`src/rtl/aes_decipher_arbiter.sv`:
```
// aes_decipher_arbiter: shares one AES decipher core between two requesters.
// Define AES_DEC_ARB_RR_EN for round-robin grants; otherwise requester 0 has fixed priority.
module aes_decipher_arbiter (
    input  logic         clk,
    input  logic         reset,
    input  logic         req0_valid,
    output logic         req0_ready,
    input  logic [127:0] req0_block,
    input  logic         req0_keylen,
    input  logic         req1_valid,
    output logic         req1_ready,
    input  logic [127:0] req1_block,
    input  logic         req1_keylen,
    output logic         rsp0_valid,
    input  logic         rsp0_ready,
    output logic         rsp1_valid,
    input  logic         rsp1_ready,
    output logic [127:0] rsp_block,
    output logic         core_next,
    output logic [127:0] core_block,
    output logic         core_keylen,
    input  logic         core_ready,
    input  logic [127:0] core_new_block,
    output logic         key_sel,
    output logic         busy
);

    typedef enum logic [1:0] {IDLE, ISSUE, WAIT, RESP} state_t;

    state_t state;
    logic   wait_first;
    logic   accept;
    logic   grant_id;
    logic   rsp_done;

`ifdef AES_DEC_ARB_RR_EN
    logic rr_ptr;

    // The pointer only breaks ties; a lone requester is always served.
    assign grant_id = (req0_valid && req1_valid) ? rr_ptr : req1_valid;
`else
    assign grant_id = !req0_valid;
`endif

    // Request handshake is combinational so the grant and the data capture share one cycle.
    assign accept     = !reset && (state == IDLE) && core_ready && (req0_valid || req1_valid);
    assign req0_ready = accept && !grant_id;
    assign req1_ready = accept && grant_id;
    assign rsp_done   = (rsp0_valid && rsp0_ready) || (rsp1_valid && rsp1_ready);
    assign busy       = (state != IDLE);

    always_ff @(posedge clk) begin
        if (reset) begin
            state       <= IDLE;
            wait_first  <= 1'b0;
            core_next   <= 1'b0;
            core_block  <= '0;
            core_keylen <= 1'b0;
            key_sel     <= 1'b0;
            rsp_block   <= '0;
            rsp0_valid  <= 1'b0;
            rsp1_valid  <= 1'b0;
`ifdef AES_DEC_ARB_RR_EN
            rr_ptr      <= 1'b0;
`endif
        end else begin
            case (state)
                IDLE: begin
                    if (accept) begin
                        core_block  <= grant_id ? req1_block  : req0_block;
                        core_keylen <= grant_id ? req1_keylen : req0_keylen;
                        key_sel     <= grant_id;
                        core_next   <= 1'b1;
                        state       <= ISSUE;
`ifdef AES_DEC_ARB_RR_EN
                        rr_ptr      <= ~rr_ptr;
`endif
                    end
                end
                ISSUE: begin
                    core_next  <= 1'b0;
                    wait_first <= 1'b1;
                    state      <= WAIT;
                end
                WAIT: begin
                    // core_ready may still show the pre-start idle value in the first cycle.
                    wait_first <= 1'b0;
                    if (!wait_first && core_ready) begin
                        rsp_block  <= core_new_block;
                        rsp0_valid <= !key_sel;
                        rsp1_valid <= key_sel;
                        state      <= RESP;
                    end
                end
                RESP: begin
                    if (rsp_done) begin
                        rsp0_valid <= 1'b0;
                        rsp1_valid <= 1'b0;
                        state      <= IDLE;
                    end
                end
                default: state <= IDLE;
            endcase
        end
    end

endmodule

```
`config.mk`:
```
export PLATFORM = sky130hd
export DESIGN_NAME = aes_decipher_arbiter
export DESIGN_NICKNAME = d
export VERILOG_FILES = /design/src/rtl/aes_decipher_arbiter.sv
export SDC_FILE = /design/constraint.sdc
export NUM_CORES = 1
export LEC_CHECK = 0
export CAP_MARGIN = 20
export CORE_AREA = 2 2 253 255
export DETAILED_ROUTE_END_ITERATION = 8
export DIE_AREA = 0 0 255 257
export PLACE_DENSITY = 0.46
export SLEW_MARGIN = 10
export SYNTH_ARGS = -nofsm -noshare
export SYNTH_HDL_FRONTEND = slang
export SYNTH_SLANG_ARGS = --single-unit
export TNS_END_PERCENT = 50
```
`constraint.sdc`:
```
create_clock -name clk -period 2.1 [get_ports clk]
set_clock_uncertainty 0.05 [all_clocks]
set_input_delay 0.42 -clock clk [delete_from_list [all_inputs] [get_ports clk]]
set_output_delay 0.42 -clock clk [all_outputs]
set_load 0.005 [all_outputs]
```
==> results.py <==
metrics = {
    "grt": {
        "top_usage_layer": "met2",
        "grt_overflow": 0,
        "antenna_found_initial": 2,
        "grt_use_total": 0.136,
        "grt_pass1_wl_um": 68200,
        "grt_max_degree": 114,
        "met2_usage": 0.248,
        "use_met3": 0.0322,
        "grtUsageMet1": 0.156,
        "grt_pass1_vias": 10851,
    },
    "worst_setup_path": {
        "cp-start-kind": "register",
        "cp_top_family": "buffers and inverters",
        "critical_path_class": "reg -> out",
        "worst_path_max_delay_cell": "dfxtp_2",
        "worst-path-buf-inv": 4,
        "worstPathArrival_ns": 1.69,
        "cp_max_fo": 2,
        "cpMostUsedCell": "inv_2",
        "cp_slowest_stage_delay_ns": 0.32,
        "crit_chain": "inv_2 -> ha_4 -> inv_2 -> nor3_4 -> nor3b_2 -> buf_4 -> buf_6",
        "crit_required_ns": 1.63,
        "end_kind": "output port",
    },
    "die": {
        "dieArea_mm2": 0.0655,
        "die_h_um": 257,
        "core_area_mm2": 0.0627,
        "die_w_um": 255,
        "num_rows": 92,
        "initial_core_util": 0.170,
        "ioPinCount": 657,
    },
    "pwr": {
        "leakagePower_nw": 7.12,
        "power_density_mw_per_mm2": 959,
        "ir_drop_mv": 0.439,
        "total_power_mw": 18.9,
    },
    "logic_synthesis": {
        "yosys.area.top_type": "dfxtp_1",
        "ys_types": 31,
        "synth_common_cells": "264 x dfxtp_1, 257 x nand2_1, 135 x nor2_1",
        "synth_nets": 1576,
        "synth_top_family_by_area": "compound AO/OA/AOI/OAI gates",
        "synth_simple_gate_area_frac": 0.143,
        "postSynthAreaPerCell_um2": 9.08,
        "synth_area_leaders": "dfxtp_1 49%, mux2i_1 12%, nand2_1 9.0%, a21oi_1 6.0%, a211oi_1 5.8%",
        "muxShareOfSynthArea": 0.123,
        "syn_inst": 1178,
        "synth-compound-area-share": 0.183,
        "synth_top_area_share": 0.494,
        "synth-adder-area-share": 0.00585,
        "synth_edf_count": 0,
        "ys_seq_area_frac": 0.494,
        "ys_warn_count": 0,
        "ys_ff_latch": 264,
        "synth_most_common_cell": "dfxtp_1",
        "netlist_area_mm2": 0.0107,
        "synth_flop_cell": "dfxtp_1",
        "async_reset_ff_frac": 0,
        "synth-xor-area-share": 0,
    },
    "routing": {
        "routed_wl_um": 47000,
        "vias_per_cell": 3.95,
        "vias": 10664,
        "first_pass_iters": 4,
        "wl_per_cell_um": 17.4,
        "drcViolationCount": 0,
        "antenna_left": 0,
        "drt_iter0_drc": 351,
    },
    "cells_and_area": {
        "fin_cells": 2699,
        "drive_gt1_frac": 0.0967,
        "areaGrowthSynthToFinish_pct": 84.6,
        "utilization": 0.315,
        "multi_input_area_mm2": 0.00489,
        "num-fill-cells": 6486,
        "layout.nets": 2226,
        "stdcell_area_mm2": 0.0197,
        "ff_latch_area_mm2": 0.00529,
    },
    "placed_design": {
        "port_buffers": 656,
        "gp_congestion": 0.838,
        "place_area_mm2": 0.0184,
        "dpl.hpwl_um": 35500,
        "dp.cells": 2633,
    },
    "clock_tree": {
        "cts_buffers": 34,
        "holdBufCountCts": 0,
        "cts_num_sinks": 264,
        "clk_pin_slew_ns": 0.06,
        "root_buffer": "clkbuf_16",
        "cts_tree": "built",
        "htree_num_levels": 2,
        "cts_buffer_depth": 3,
        "insertion_delay_ns": 0.52,
    },
    "sta": {
        "finalCritPeriodShare": 1.03,
        "tightestPinTransition_ns": 0.851,
        "tns_ns": -0.0644,
        "setup_ws_ns": -0.0644,
        "slew_headroom": 0.433,
        "hold_viol": 0,
        "setup_viol": 1,
        "maxSlewViolCount": 0,
        "fmax_mhz": 462,
        "layout_min_cycle_time_ns": 2.16,
        "grt_setup_unrepaired": "true",
    },
    "job": {
        "maxCapViolations": 0,
    },
    "status": {
        "status": "complete, but fails checks",
        "violations": "negative setup slack",
    },
    "hold_path": {
        "hp-class": "in -> reg",
    },
}
[per-stage QoR]
stage          setup slack [ns]  hold slack, ns
2_1_floorplan             0.151           0.403
3_3_place_gp             -0.516           0.391
3_5_place_dp             -0.530           0.396
4_1_cts                  -0.152         0.00956
5_1_grt                  -0.186          0.0242
6_report                -0.0644          0.0555
[final timing paths]
path / from / to / slack, ns / depth (start not counted)
setup / recovery: state[1] / req1_ready / -0.06 / 7
setup reg to reg: state[0] / rsp_block[18] / 0.15 / 9
hold / removal: reset / core_block[50] / 0.06 / 2
hold reg to reg: rsp_block[79] / rsp_block[79] / 0.40 / 2
[power by group]
| group | switching [mW] | internal, mW |
|---|---|---|
| registers | 0.478 | 5.90 |
| logic | 2.81 | 3.50 |
| clock network | 2.31 | 3.94 |
[layout make-up]
cell class              instances  share of cell area
flip-flops and latches        264               0.268
clock buffers                  52              0.0553
inverters                       7             0.00133
repair buffers                715               0.368
clock inverters                 8             0.00596
multi-input cells             806               0.248
diodes                          1            0.000127
well taps                     846              0.0536
[layout by cell type, fill, tap and decap left out, drive strengths merged, types with 5 or more instances in the layout]
cell	synthesis	routed
mux2i	131	131
a21oi	128	128
buf	72	61
inv	7	7
ha	5	5
a211oi	130	130
nand2	257	257
clkbuf	29	53
dfxtp	264	264
nor2	136	136
clkdlybuf4s50	0	651
[worst reg2reg max path, delay by kind of cell (launching register included)]
| family | cells | cell delay (ns) |
|---|---|---|
| fa+ha+maj | 1 | 0.26 |
| flops | 1 | 0.34 |
| simple gates | 2 | 0.38 |
| buf+inv | 5 | 0.69 |
| compound gates | 1 | 0.16 |
[sequential cells by signal, summed over array words and instances (netlist names)]
signal	cells
core_keylen	1
state	2
rsp_block	128
rsp1_valid	1
core_block	128
wait_first	1
key_sel	1
rsp0_valid	1
core_next	1
[logic make-up (layout without fill, tap and decap cells)]
| group | after synthesis | count (layout) |
|---|---|---|
| compound gates | 270 | 270 |
| fa+ha+maj | 5 | 5 |
| buf+inv | 108 | 782 |
| flops | 264 | 264 |
| mux | 131 | 131 |
| other cells | 0 | 1 |
| simple gates | 400 | 400 |
[metal layers]
layer	share of wire	vias to the layer above
met4	0.024	0
met3	0.063	68
met1	0.40	4917
met2	0.51	338
met5	0	-
li1	-	5341
[repair_timing]
action,4_1_cts,5_1_grt
resized for setup,21,1
buffers inserted,3,0
cloned,1,1
pin swaps,2,0
setup endpoints to repair,66,15
Power figures use the tool's default switching activity.
